`src/rtl/or_bank_pkg.sv`:
```
// Shared types and constants for the or_bank block.
// OR_BANK_STICKY_EN selects the accumulating (sticky) build; see or_bank.sv.
package or_bank_pkg;

    localparam int FIFO_DEPTH = 2;

    typedef enum logic {
        IDLE  = 1'b0,
        ACCUM = 1'b1
    } state_t;

endpackage

```
`src/rtl/or_bank_fifo.sv`:
```
// Two-entry output buffer; o_ready depends only on the registered occupancy.
// Valid/ready: a push happens when i_push is high (caller guarantees o_ready), a pop when o_valid & i_pop.
module or_bank_fifo
    import or_bank_pkg::*;
#(
    parameter int WIDTH = 4
) (
    input  logic             clk,
    input  logic             rst,
    input  logic             i_clear,
    input  logic             i_push,
    input  logic [WIDTH-1:0] i_data,
    input  logic             i_pop,
    output logic [WIDTH-1:0] o_data,
    output logic             o_valid,
    output logic             o_ready
);

    localparam int PTRW = $clog2(FIFO_DEPTH);
    localparam int CW   = $clog2(FIFO_DEPTH + 1);

    logic [WIDTH-1:0] r_mem [FIFO_DEPTH];
    logic [PTRW-1:0]  r_wr_ptr;
    logic [PTRW-1:0]  r_rd_ptr;
    logic [CW-1:0]    r_count;
    logic             w_pop;

    assign o_valid = (r_count != '0);
    assign o_ready = (r_count < CW'(FIFO_DEPTH));
    assign o_data  = r_mem[r_rd_ptr];
    assign w_pop   = i_pop & o_valid;

    // Clear wipes the storage too, so a flushed buffer presents zero just like after reset.
    always_ff @(posedge clk or posedge rst) begin
        if (rst) begin
            for (int i = 0; i < FIFO_DEPTH; i++) r_mem[i] <= '0;
            r_wr_ptr <= '0;
            r_rd_ptr <= '0;
            r_count  <= '0;
        end else if (i_clear) begin
            for (int i = 0; i < FIFO_DEPTH; i++) r_mem[i] <= '0;
            r_wr_ptr <= '0;
            r_rd_ptr <= '0;
            r_count  <= '0;
        end else begin
            if (i_push) begin
                r_mem[r_wr_ptr] <= i_data;
                r_wr_ptr        <= r_wr_ptr + PTRW'(1);
            end
            if (w_pop) begin
                r_rd_ptr <= r_rd_ptr + PTRW'(1);
            end
            case ({i_push, w_pop})
                2'b10:   r_count <= r_count + CW'(1);
                2'b01:   r_count <= r_count - CW'(1);
                default: r_count <= r_count;
            endcase
        end
    end

endmodule

```
`src/rtl/or_bank.sv`:
```
// Bank of WIDTH 2-input OR gates behind a valid/ready input and a 2-entry output buffer.
// Define OR_BANK_STICKY_EN to enable multi-beat accumulation (acc input); otherwise acc is ignored.
module or_bank
    import or_bank_pkg::*;
#(
    parameter int WIDTH = 4,
    parameter int CNTW  = 8
) (
    input  logic             clk,
    input  logic             rst,
    input  logic             in_valid,
    output logic             in_ready,
    input  logic [WIDTH-1:0] a,
    input  logic [WIDTH-1:0] b,
    input  logic             invert,
    input  logic             acc,
    input  logic             clear,
    output logic             out_valid,
    input  logic             out_ready,
    output logic [WIDTH-1:0] out,
    output logic [CNTW-1:0]  beat_cnt,
    output state_t           o_dbg_state
);

    logic             w_accept;
    logic             w_push;
    logic [WIDTH-1:0] w_result;
    logic [WIDTH-1:0] w_push_data;
    logic [CNTW-1:0]  r_beat_cnt;

    assign w_accept = in_valid & in_ready & ~clear;
    assign w_result = a | b;
    assign beat_cnt = r_beat_cnt;

`ifdef OR_BANK_STICKY_EN
    state_t           r_state;
    logic [WIDTH-1:0] r_acc_reg;
    logic [WIDTH-1:0] w_merged;

    assign w_merged    = (r_state == ACCUM) ? (r_acc_reg | w_result) : w_result;
    assign w_push      = w_accept & ~acc;
    assign w_push_data = w_merged ^ {WIDTH{invert}};
    assign o_dbg_state = r_state;

    always_ff @(posedge clk or posedge rst) begin
        if (rst) begin
            r_state   <= IDLE;
            r_acc_reg <= '0;
        end else if (clear) begin
            r_state   <= IDLE;
            r_acc_reg <= '0;
        end else if (w_accept) begin
            case (r_state)
                IDLE: begin
                    if (acc) begin
                        r_state   <= ACCUM;
                        r_acc_reg <= w_merged;
                    end
                end
                ACCUM: begin
                    if (acc) begin
                        r_acc_reg <= w_merged;
                    end else begin
                        r_state   <= IDLE;
                        r_acc_reg <= '0;
                    end
                end
                default: r_state <= IDLE;
            endcase
        end
    end
`else
    logic w_unused_acc;

    assign w_unused_acc = acc;
    assign w_push       = w_accept;
    assign w_push_data  = w_result ^ {WIDTH{invert}};
    assign o_dbg_state  = IDLE;
`endif

    always_ff @(posedge clk or posedge rst) begin
        if (rst) begin
            r_beat_cnt <= '0;
        end else if (clear) begin
            r_beat_cnt <= '0;
        end else if (w_accept) begin
            r_beat_cnt <= r_beat_cnt + CNTW'(1);
        end
    end

    or_bank_fifo #(
        .WIDTH (WIDTH)
    ) u_fifo (
        .clk     (clk),
        .rst     (rst),
        .i_clear (clear),
        .i_push  (w_push),
        .i_data  (w_push_data),
        .i_pop   (out_ready),
        .o_data  (out),
        .o_valid (out_valid),
        .o_ready (in_ready)
    );

endmodule

```
`config.mk`:
```
export PLATFORM = sky130hd
export DESIGN_NAME = or_bank
export DESIGN_NICKNAME = d
export VERILOG_FILES = /design/src/rtl/or_bank_pkg.sv /design/src/rtl/or_bank_fifo.sv /design/src/rtl/or_bank.sv
export SDC_FILE = /design/constraint.sdc
export NUM_CORES = 1
export LEC_CHECK = 0
export CAP_MARGIN = 0
export CORE_ASPECT_RATIO = 1.5
export CORE_MARGIN = 1
export CORE_UTILIZATION = 40
export DETAILED_ROUTE_END_ITERATION = 8
export HOLD_SLACK_MARGIN = 0.06
export PLACE_DENSITY = 0.72
export SLEW_MARGIN = 20
export SYNTH_ARGS = -nofsm -noshare
export SYNTH_HDL_FRONTEND = slang
export SYNTH_SLANG_ARGS = --single-unit
export TNS_END_PERCENT = 1
```
`constraint.sdc`:
```
create_clock -name clk -period 1.6 [get_ports clk]
set_input_delay 0.24 -clock clk [delete_from_list [all_inputs] [get_ports clk]]
set_output_delay 0.24 -clock clk [all_outputs]
set_load 0.01 [all_outputs]
```
======== Yosys cells after proc, flatten, opt, wreduce, memory -nomap -nowiden ========
Index checks and enable logic that the tools add are counted.
storage, ports and cells
  bits in registers ....................... 20
  bits of input ports ..................... 15
  output and inout port bits .............. 15
  word-level logic and storage cells ...... 46
cells by class
  add/sub/neg operators ................... 5
  $lt $le $gt $ge ......................... 4
  equal/unequal tests ..................... 2
  multiplexer cells ....................... 16
  bitwise gates (word level) .............. 8
  reductions and logical operators ........ 5
operators by type and width
  kind                   number
  $mux W8                4
  $mux W4                4
  $add A8 B1 Y8 const B  1
  $bwmux W8              1
  $reduce_bool A2 Y1     3
  $demux W4 S1           1
  $ge A2 B2 Y1 const B   2
  $mux W1                4
  $not A1 Y2             2
  $or A4 B4 Y4           1
  $pmux W2 S2            1
  $xor A4 B4 Y4          1
  $and A1 B1 Y1          3
  $reduce_bool A3 Y1     1
  $add A1 B1 Y1 const B  2
  $add A2 B1 Y2 const B  1
  $eq A2 B1 Y1 const B   1
  $eq A2 B2 Y1 const B   1
  $lt A2 B1 Y1 const B   1
  $lt A2 B2 Y1 const B   1
  $mux W2                1
  $sub A2 B1 Y2 const B  1
  $logic_and A1 B1 Y1    1
  $not A1 Y1             1

======== Longest topological paths before layout ========
Gate-level depths: netlist of the first run.
  depth in word-level cells ............... 8
  mapped depth ............................ 4
  gate-level depth less buffers ........... 4

======== Hierarchy ========
A second synthesis of the first run with hierarchy kept.
unflattened totals
  cell total of the unflattened synthesis .. 114
  area total of the unflattened synthesis .. 1083.5 um^2
by module, submodules not included
  module        instances  cells an instance  area each (um^2)  sequential area each (um^2)
  or_bank_fifo  1          61                 621.8             300.3
  or_bank       1          53                 461.7             200.2

======== Least setup slack after synthesis of the first run ========
No wires, ideal clock.
  kind .................................... register -> register
  from .................................... register u_fifo.r_count[1]
  to ...................................... register r_beat_cnt[6], in the netlist beat_cnt[6]
  library setup time ...................... 0.125 ns
  data arrival time ....................... 1.220 ns
  required time ........................... 1.475 ns
  setup slack ............................. 0.255 ns
  stages on the path, launching flop included .. 5
  buffers on the path ..................... 1
  period minus slack after synthesis ...... 1.345 ns
  cell sequence ........................... dfrtp_1 > clkbuf_1 > nand3b_1 > nor3_1 > mux2_2
between the ends
  longest elaborated chain between the ends .. 4
ends and longest elaborated chain
  what                          RTL line            RTL
  from (decl)                   or_bank_fifo.sv:25  logic [CW-1:0] r_count;
  from (signal assigned)        or_bank_fifo.sv:54  2'b10: r_count <= r_count + CW'(1);
  from (signal assigned)        or_bank_fifo.sv:55  2'b01: r_count <= r_count - CW'(1);
  from (signal assigned)        or_bank_fifo.sv:56  default: r_count <= r_count;
  $lt A2 B2 Y1                  or_bank_fifo.sv:29  assign o_ready = (r_count < CW'(FIFO_DEPTH));
  $and A1 B1 Y1 (2 in a row)    or_bank.sv:31       assign w_accept = in_valid & in_ready & ~clear;
  $reduce_bool A2 Y1 (no line)  n/a
  to (signal assigned)          or_bank.sv:87       r_beat_cnt <= r_beat_cnt + CNTW'(1);
  to (decl)                     or_bank.sv:29       logic [CNTW-1:0] r_beat_cnt;
No other way between the ends.
A chain may end at the register's enable or synchronous reset.

======== Final worst setup path of the first run ========
  from .................................... register u_fifo.r_count[1]
  to ...................................... register r_beat_cnt[7], in the netlist beat_cnt[7]
Same word-level chain as after synthesis.

==> summary.txt, run 1 <==
Max-cap violations -> 0
Total number of yosys warnings -> 0
Worst-case clock buffer depth -> 2
Source of the worst register-to-register timing path -> u_fifo.r_count[1]
Die Y-Extent -> 65.7 um
Placement row count -> 22
Synth Register Bits -> 20
Antenna diode count -> 0
Clock Skew -> 0.00406 ns
DRC violation total after the first TritonRoute iteration -> 23
Initial antenna violation count -> 0
Total power divided by cell area -> 693 nW/um^2
Class of the tightest hold or removal check -> input port to asynchronous set/reset pin
Run status -> finished, final reports clean
CTS tree -> yes
WS Path Type -> register to register
Post-place setup slack -> -0.157 ns
Critical Path RT -> 1.85 ns
Maximum number of pins on one net before global-route repair -> 21
Total routing usage reported by global routing -> 0.189
Quantity of hold-fixing buffers added after cts -> 0
Final routed wirelength across all metal layers -> 2370 um
Placed wire-length estimate -> 1720 um
Synth top area cells -> sky130_fd_sc_hd__dfrtp_1 (46%), sky130_fd_sc_hd__mux2_2 (7.3%), sky130_fd_sc_hd__a21oi_1 (6.5%), sky130_fd_sc_hd__nand2_1 (4.5%), sky130_fd_sc_hd__nand3_1 (4.2%)
Most common cell after layout, fill and taps aside -> sky130_fd_sc_hd__clkdlybuf4s50_1
Clk_lat worst skew -> 0.30 ns
H-tree levels -> 1
Clk sinks -> 20
Sequential element share of the synthesized area -> 0.462
Maximum clock rate -> 0.630 GHz
FF-to-FF setup slack -> 0.01 ns
Initial Utilization -> 0.432
Count of filler cells inserted in the layout -> 220
Kind of capture point of the worst setup path -> register
Total clock buffers created by CTS -> 3
Number of vias after detailed routing -> 1007
Critical Path Source Type -> register
Share of layout cells above drive strength 1 -> 0.261
Final cycle utilization of the critical path -> 0.993
Number of design rule violations left after detail routing -> 0
Horiz. Die Dim -> 44.5 um
Number of nets in the layout -> 174
Top-level I/O count -> 30
Placer congestion estimate -> 0.794
Data arrival at the endpoint of the critical path -> 1.83 ns
Remaining Overflow, GRT -> 0
Die area -> 2920 sq um
# port buffers -> 27
Number of global-route vias before repair -> 990
Library cell with the largest summed area after synthesis -> sky130_fd_sc_hd__dfrtp_1
Static leakage -> 0.675 nW
Drt wl/cell -> 12.3 um
Worst Setup Slack, final -> 0.0116 ns
CTS Root Buffer Type -> sky130_fd_sc_hd__clkbuf_4
Core Box Area -> 2500 sq um
Clock period minus worst slack -> 1.59 ns
Largest fanout on the critical path -> 7
Area overhead of the layout relative to synthesis -> 41.3%
Global-route wire length before repair -> 4180 um
Unrepaired setup endpoints after global routing -> yes
Mean area per synthesized cell -> 9.33 sq um
Setup violation total in the final timing report -> 0
Via/cell ratio -> 5.22
Number of optimization iterations in the first detailed-route pass -> 4
Yosys top cell area share -> 0.462
Endpoints failing hold -> 0
Most frequent cells in the layout -> sky130_fd_sc_hd__clkdlybuf4s50_1 (20), sky130_fd_sc_hd__dfrtp_1 (17), sky130_fd_sc_hd__buf_4 (15), sky130_fd_sc_hd__nand2_1 (13), sky130_fd_sc_hd__a21oi_1 (11)
Destination of the worst register-to-register timing path -> beat_cnt[7]
Final-report max-slew violation count -> 0
Number of distinct library cells after synthesis -> 30
Clock-pin transition on the worst setup and hold timing paths -> 0.11 ns
Number of cells on the worst reg-to-reg path -> 5
Peak ir drop on the vdd network -> 0.531 mV
Setup TNS Final -> 0 ns
Netlist area before placement -> 1080 sq um
Instance count of the mapped netlist -> 116
Post-route ant nets -> 0
Syn Nets -> 132
synthesized netlist by cell type:
library cell and instances:
sky130_fd_sc_hd__or3b_1 1, sky130_fd_sc_hd__o31ai_1 2, sky130_fd_sc_hd__buf_1 2, sky130_fd_sc_hd__a21oi_1 14, sky130_fd_sc_hd__xor2_1 1, sky130_fd_sc_hd__nor2_1 7
sky130_fd_sc_hd__a2bb2oi_1 1, sky130_fd_sc_hd__buf_4 1, sky130_fd_sc_hd__conb_1 1, sky130_fd_sc_hd__dfrtp_1 20, sky130_fd_sc_hd__clkbuf_1 1, sky130_fd_sc_hd__inv_1 4
sky130_fd_sc_hd__nand3b_1 2, sky130_fd_sc_hd__ha_1 1, sky130_fd_sc_hd__or2_2 1, sky130_fd_sc_hd__o21ai_0 7, sky130_fd_sc_hd__nand4_1 2, sky130_fd_sc_hd__buf_6 1
sky130_fd_sc_hd__nand3_1 9, sky130_fd_sc_hd__or3_1 5, sky130_fd_sc_hd__or4_1 2, sky130_fd_sc_hd__and3b_1 1, sky130_fd_sc_hd__mux2_2 7, sky130_fd_sc_hd__nand3b_4 1
sky130_fd_sc_hd__nor3_1 1, sky130_fd_sc_hd__nand2_1 13, sky130_fd_sc_hd__nand2b_1 1, sky130_fd_sc_hd__nor3b_2 1, sky130_fd_sc_hd__xnor2_1 2, sky130_fd_sc_hd__nor2b_1 4
power breakdown:
group          leakage [nW]  switching, mW  internal (mW)  total (mW)
registers             0.268         0.0210          0.529       0.550
logic                 0.386         0.0958          0.115       0.211
clock network        0.0210          0.159          0.139       0.298
total                 0.675          0.276          0.783        1.06
routing by layer:
| metal | vias to the layer above | global-route usage | part of all wire |
|---|---|---|---|
| met2 | 33 | 0.329 | 0.54 |
| li1 | 490 | - | - |
| met3 | 6 | 0.0165 | 0.033 |
| met4 | 0 | 0.0833 | 0.017 |
| met5 | - | 0 | 0 |
| met1 | 478 | 0.229 | 0.41 |
kinds of logic after synthesis:
kind of cell,count (synthesis),synth area share
AO/OA/AOI/OAI,24,0.119
other,1,0.00346
flip-flops,20,0.462
adder cells (fa/ha/maj),1,0.0116
AND/OR/NAND/NOR,51,0.265
buffers and inverters,9,0.0416
multiplexers,7,0.0728
XOR/XNOR,3,0.0243
repair_timing:
item                       CTS  global route
resized for setup           17             9
pin swaps                    0             1
buffers inserted             5             0
setup endpoints to repair    6            11
registers in the layout, indices dropped and copies added (netlist names):
name	cells
beat_cnt	8
u_fifo.r_count	2
u_fifo.r_mem	8
u_fifo.r_rd_ptr	1
u_fifo.r_wr_ptr	1
metrics by stage:
| step | power (mW) | instance area, sq um | cells | utilization | hold WS [ns] |
|---|---|---|---|---|---|
| detailed placement | 0.766 | 1440 | 184 | 0.576 | 0.513 |
| floorplan | 0.662 | 1080 | 116 | - | 0.204 |
| finish | 1.06 | 1530 | 193 | 0.610 | 0.242 |
| CTS | 1.07 | 1500 | 193 | 0.599 | 0.243 |
| global placement | 0.759 | 1440 | 184 | 0.576 | 0.503 |
| global route | 1.11 | 1530 | 193 | 0.610 | 0.279 |
cell type report:
cell class,instances,area [sq um],share of cell area
sequential,20,504,0.330
inverter,4,15.0,0.00982
timing repair buffer,42,368,0.241
clock buffer,4,36.3,0.0237
multi-input combinational,87,561,0.367
tap,36,45.0,0.0295
worst max-delay path by stage:
stage	cells past startpoint	end	slack [ns]	startpoint
after detailed placement	5	u_fifo.r_mem[7]	-0.16	in_valid
final	5	beat_cnt[7]	0.01	u_fifo.r_count[1]
after global routing	5	beat_cnt[7]	-0.04	u_fifo.r_count[1]
after CTS	1	beat_cnt[3]	0.001	beat_cnt[3]
after floorplan	4	beat_cnt[6]	0.26	u_fifo.r_count[1]
after global placement	5	u_fifo.r_mem[7]	-0.11	in_valid
critical path: stages, from the launching register on:
cell and delay (ns):
sky130_fd_sc_hd__dfrtp_2 0.42, sky130_fd_sc_hd__buf_4 0.14, sky130_fd_sc_hd__buf_4 0.15, sky130_fd_sc_hd__nand3b_4 0.16, sky130_fd_sc_hd__or4_1 0.52, sky130_fd_sc_hd__a21oi_2 0.15
No activity file was read; power rests on OpenSTA's default activity.
==> inputs of run 2 (changes only) <==
ABC_AREA = 1   (was not set)
DONT_BUFFER_PORTS = 1   (was not set)
PLACE_DENSITY = 0.57   (was 0.72)
==> summary.txt, run 2 <==
Run status -> complete, but fails checks
Violations in the final reports -> DRC
Unrepaired setup endpoints after global routing -> no
Number of distinct library cells after synthesis -> 21
Critical Path RT -> 1.36 ns
Number of cells on the worst reg-to-reg path -> 5
Number of global-route vias before repair -> 821
Switching Share -> 0.335
Most frequent cells in the layout -> sky130_fd_sc_hd__nand2_1 (25), sky130_fd_sc_hd__dfrtp_1 (20), sky130_fd_sc_hd__inv_1 (18), sky130_fd_sc_hd__nor2_1 (14), sky130_fd_sc_hd__nand3_1 (11)
Core Box Area -> 2480 sq um
Clock period minus worst slack -> 1.46 ns
Synth Register Bits -> 20
Final cycle utilization of the critical path -> 0.913
Count of filler cells inserted in the layout -> 255
Critical path depth -> 1
Clock Skew -> 0.00800 ns
Placer congestion estimate -> 0.735
Initial Utilization -> 0.424
Antenna diode count -> 0
Share of layout cells above drive strength 1 -> 0.117
Portion of total power attributed to the clock network -> 0.295
Critical path, cell by cell -> o21ai_0
Most numerous cell in the Yosys netlist -> sky130_fd_sc_hd__nand2_1
Portion of total power attributed to combinational logic -> 0.250
Global-route wire length before repair -> 3490 um
Total clock buffers created by CTS -> 3
Slowest-stage cell, CP -> sky130_fd_sc_hd__dfrtp_1
Final Total Pwr -> 1.40 mW
Die area -> 2840 sq um
Via/cell ratio -> 5.28
Asr flop ratio synth -> 1.00
Static leakage -> 0.562 nW
Sw Pwr -> 470 uW
Synth top cells by count -> sky130_fd_sc_hd__nand2_1 (25), sky130_fd_sc_hd__dfrtp_1 (20), sky130_fd_sc_hd__inv_1 (18)
Number of nets in the layout -> 154
Placed wire-length estimate -> 1560 um
Cell Int Power -> 932 uW
Top-level I/O count -> 30
Final-report max-slew violation count -> 0
Number of enable-type register cells in the synthesized netlist -> 0
Met1 wire length -> 799 um
Peak ir drop on the vdd network -> 0.640 mV
Class of the tightest hold or removal check -> input port to register
Max-cap violations -> 0
Initial antenna violation count -> 0
Post-CTS setup buffer count -> 0
Placed cell count -> 155
Placement row count -> 22
Final routed wirelength across all metal layers -> 2040 um
Critical Path Source Type -> register
Instance count of the mapped netlist -> 133
Number of optimization iterations in the first detailed-route pass -> 6
Horiz. Die Dim -> 43.8 um
Clk_lat worst skew -> 0.30 ns
Library cell with the largest summed area after synthesis -> sky130_fd_sc_hd__dfrtp_1
Setup violation total in the final timing report -> 0
Data arrival at the endpoint of the critical path -> 1.22 ns
Total power divided by cell area -> 1230 nW/um^2
Endpoints failing hold -> 0
CTS Root Buffer Type -> sky130_fd_sc_hd__clkbuf_4
Remaining Overflow, GRT -> 0
# port buffers -> 0
Number of gates given a new drive strength after cts -> 0
Number of design rule violations left after detail routing -> 1
Highest cell delay on the worst timing path -> 0.50 ns
Number of vias after detailed routing -> 850
Maximum clock rate -> 0.684 GHz
Sequential group share of total power -> 0.455
FF-to-FF setup slack -> 0.35 ns
Drt wl/cell -> 12.7 um
Uppermost layer routed -> met4
CTS tree -> yes
Total number of yosys warnings -> 0
Top Family by Delay on Critical Path -> flip-flops
Count of cells along the worst hold path -> 2
Area overhead of the layout relative to synthesis -> 8.94%
Largest fanout on the critical path -> 10
Clk sinks -> 20
WS Path Type -> register to output port
WL met2 -> 1110 um
Met3 routed wirelength -> 95 um
Netlist area before placement -> 1050 sq um
Leading register cell type out of synthesis -> sky130_fd_sc_hd__dfrtp_1
Total routing usage reported by global routing -> 0.165
Non-filler instance count after layout -> 161
Synth top area cells -> sky130_fd_sc_hd__dfrtp_1 (48%), sky130_fd_sc_hd__nand2_1 (8.9%), sky130_fd_sc_hd__inv_1 (6.4%), sky130_fd_sc_hd__nand3_1 (5.2%), sky130_fd_sc_hd__nor2_1 (5.0%)
Syn Nets -> 149
H-tree levels -> 1
Post-route ant nets -> 0
Kind of capture point of the worst setup path -> output port
Yosys top cell area share -> 0.477
Clock-pin transition on the worst setup and hold timing paths -> 0.12 ns
Most common cell after layout, fill and taps aside -> sky130_fd_sc_hd__nand2_1
Number of buffers and inverters on the critical path -> 0
Maximum number of pins on one net before global-route repair -> 21
Sequential element share of the synthesized area -> 0.477
DRC violation total after the first TritonRoute iteration -> 17
Setup TNS Final -> 0 ns
Mean area per synthesized cell -> 7.89 sq um
Worst-case clock buffer depth -> 2
Die Y-Extent -> 64.7 um
run 2: layer usage:
metal  GRT usage  vias up
met5           0        -
met4      0.0703        0
met3      0.0334        4
met2       0.295       25
met1       0.183      389
li1            -      432
run 2: worst paths after layout:
check	start	endpoint
max in group asynchronous	rst	beat_cnt[2]
worst min register to register	u_fifo.r_mem[7]	u_fifo.r_mem[7]
worst max-delay path	u_fifo.r_rd_ptr	out[2]
min in group asynchronous	rst	u_fifo.r_mem[2]
worst max register to register	u_fifo.r_count[1]	u_fifo.r_mem[2]
worst min-delay path	invert	u_fifo.r_mem[0]
run 2: worst register-to-register path, stage by stage (launching register included):
cell	delay (ns)
sky130_fd_sc_hd__dfrtp_1	0.44
sky130_fd_sc_hd__inv_2	0.14
sky130_fd_sc_hd__nand3_1	0.19
sky130_fd_sc_hd__inv_1	0.12
sky130_fd_sc_hd__nand2_1	0.13
sky130_fd_sc_hd__o22ai_1	0.15
run 2: timing repair:
action	4_1_cts	5_1_grt
hold buffers	2	0
setup endpoints to repair	0	0
hold endpoints to repair	21	0
run 2: final cells by class:
cell class | count | area (sq um) | area share
sequential | 20 | 500 | 0.438
multi-input combinational | 88 | 450 | 0.394
inverter | 22 | 82.6 | 0.0722
clock inverter | 1 | 30.0 | 0.0263
tap | 24 | 30.0 | 0.0263
timing repair buffer | 3 | 27.5 | 0.0241
clock buffer | 3 | 22.5 | 0.0197
run 2: power by group through the flow:
stage	Clock (mW)	Sequential, mW	Combinational [mW]
2_1_floorplan	0	0.621	0.308
3_3_place_gp	0	0.647	0.341
3_5_place_dp	0	0.646	0.351
4_1_cts	0.422	0.637	0.355
5_1_grt	0.433	0.648	0.403
6_report	0.414	0.638	0.350
run 2: stage by stage:
stage / hold WS, ns / util / area (sq um) / setup WS, ns
3_3_place_gp: 0.176 / 0.432 / 1070 / 0.383
4_1_cts: 0.130 / 0.462 / 1140 / 0.129
5_1_grt: 0.143 / 0.462 / 1140 / 0.0688
6_report: 0.141 / 0.462 / 1140 / 0.139
3_5_place_dp: 0.172 / 0.432 / 1070 / 0.366
2_1_floorplan: 0.204 / - / 1050 / 0.523
run 2: logic make-up after synthesis:
logic type,count (synthesis),share of synthesized area
fa+ha+maj,1,0.0119
buf+inv,25,0.0941
other cells,1,0.00357
simple gates,57,0.251
compound gates,25,0.129
flops,20,0.477
xor+xnor,4,0.0334
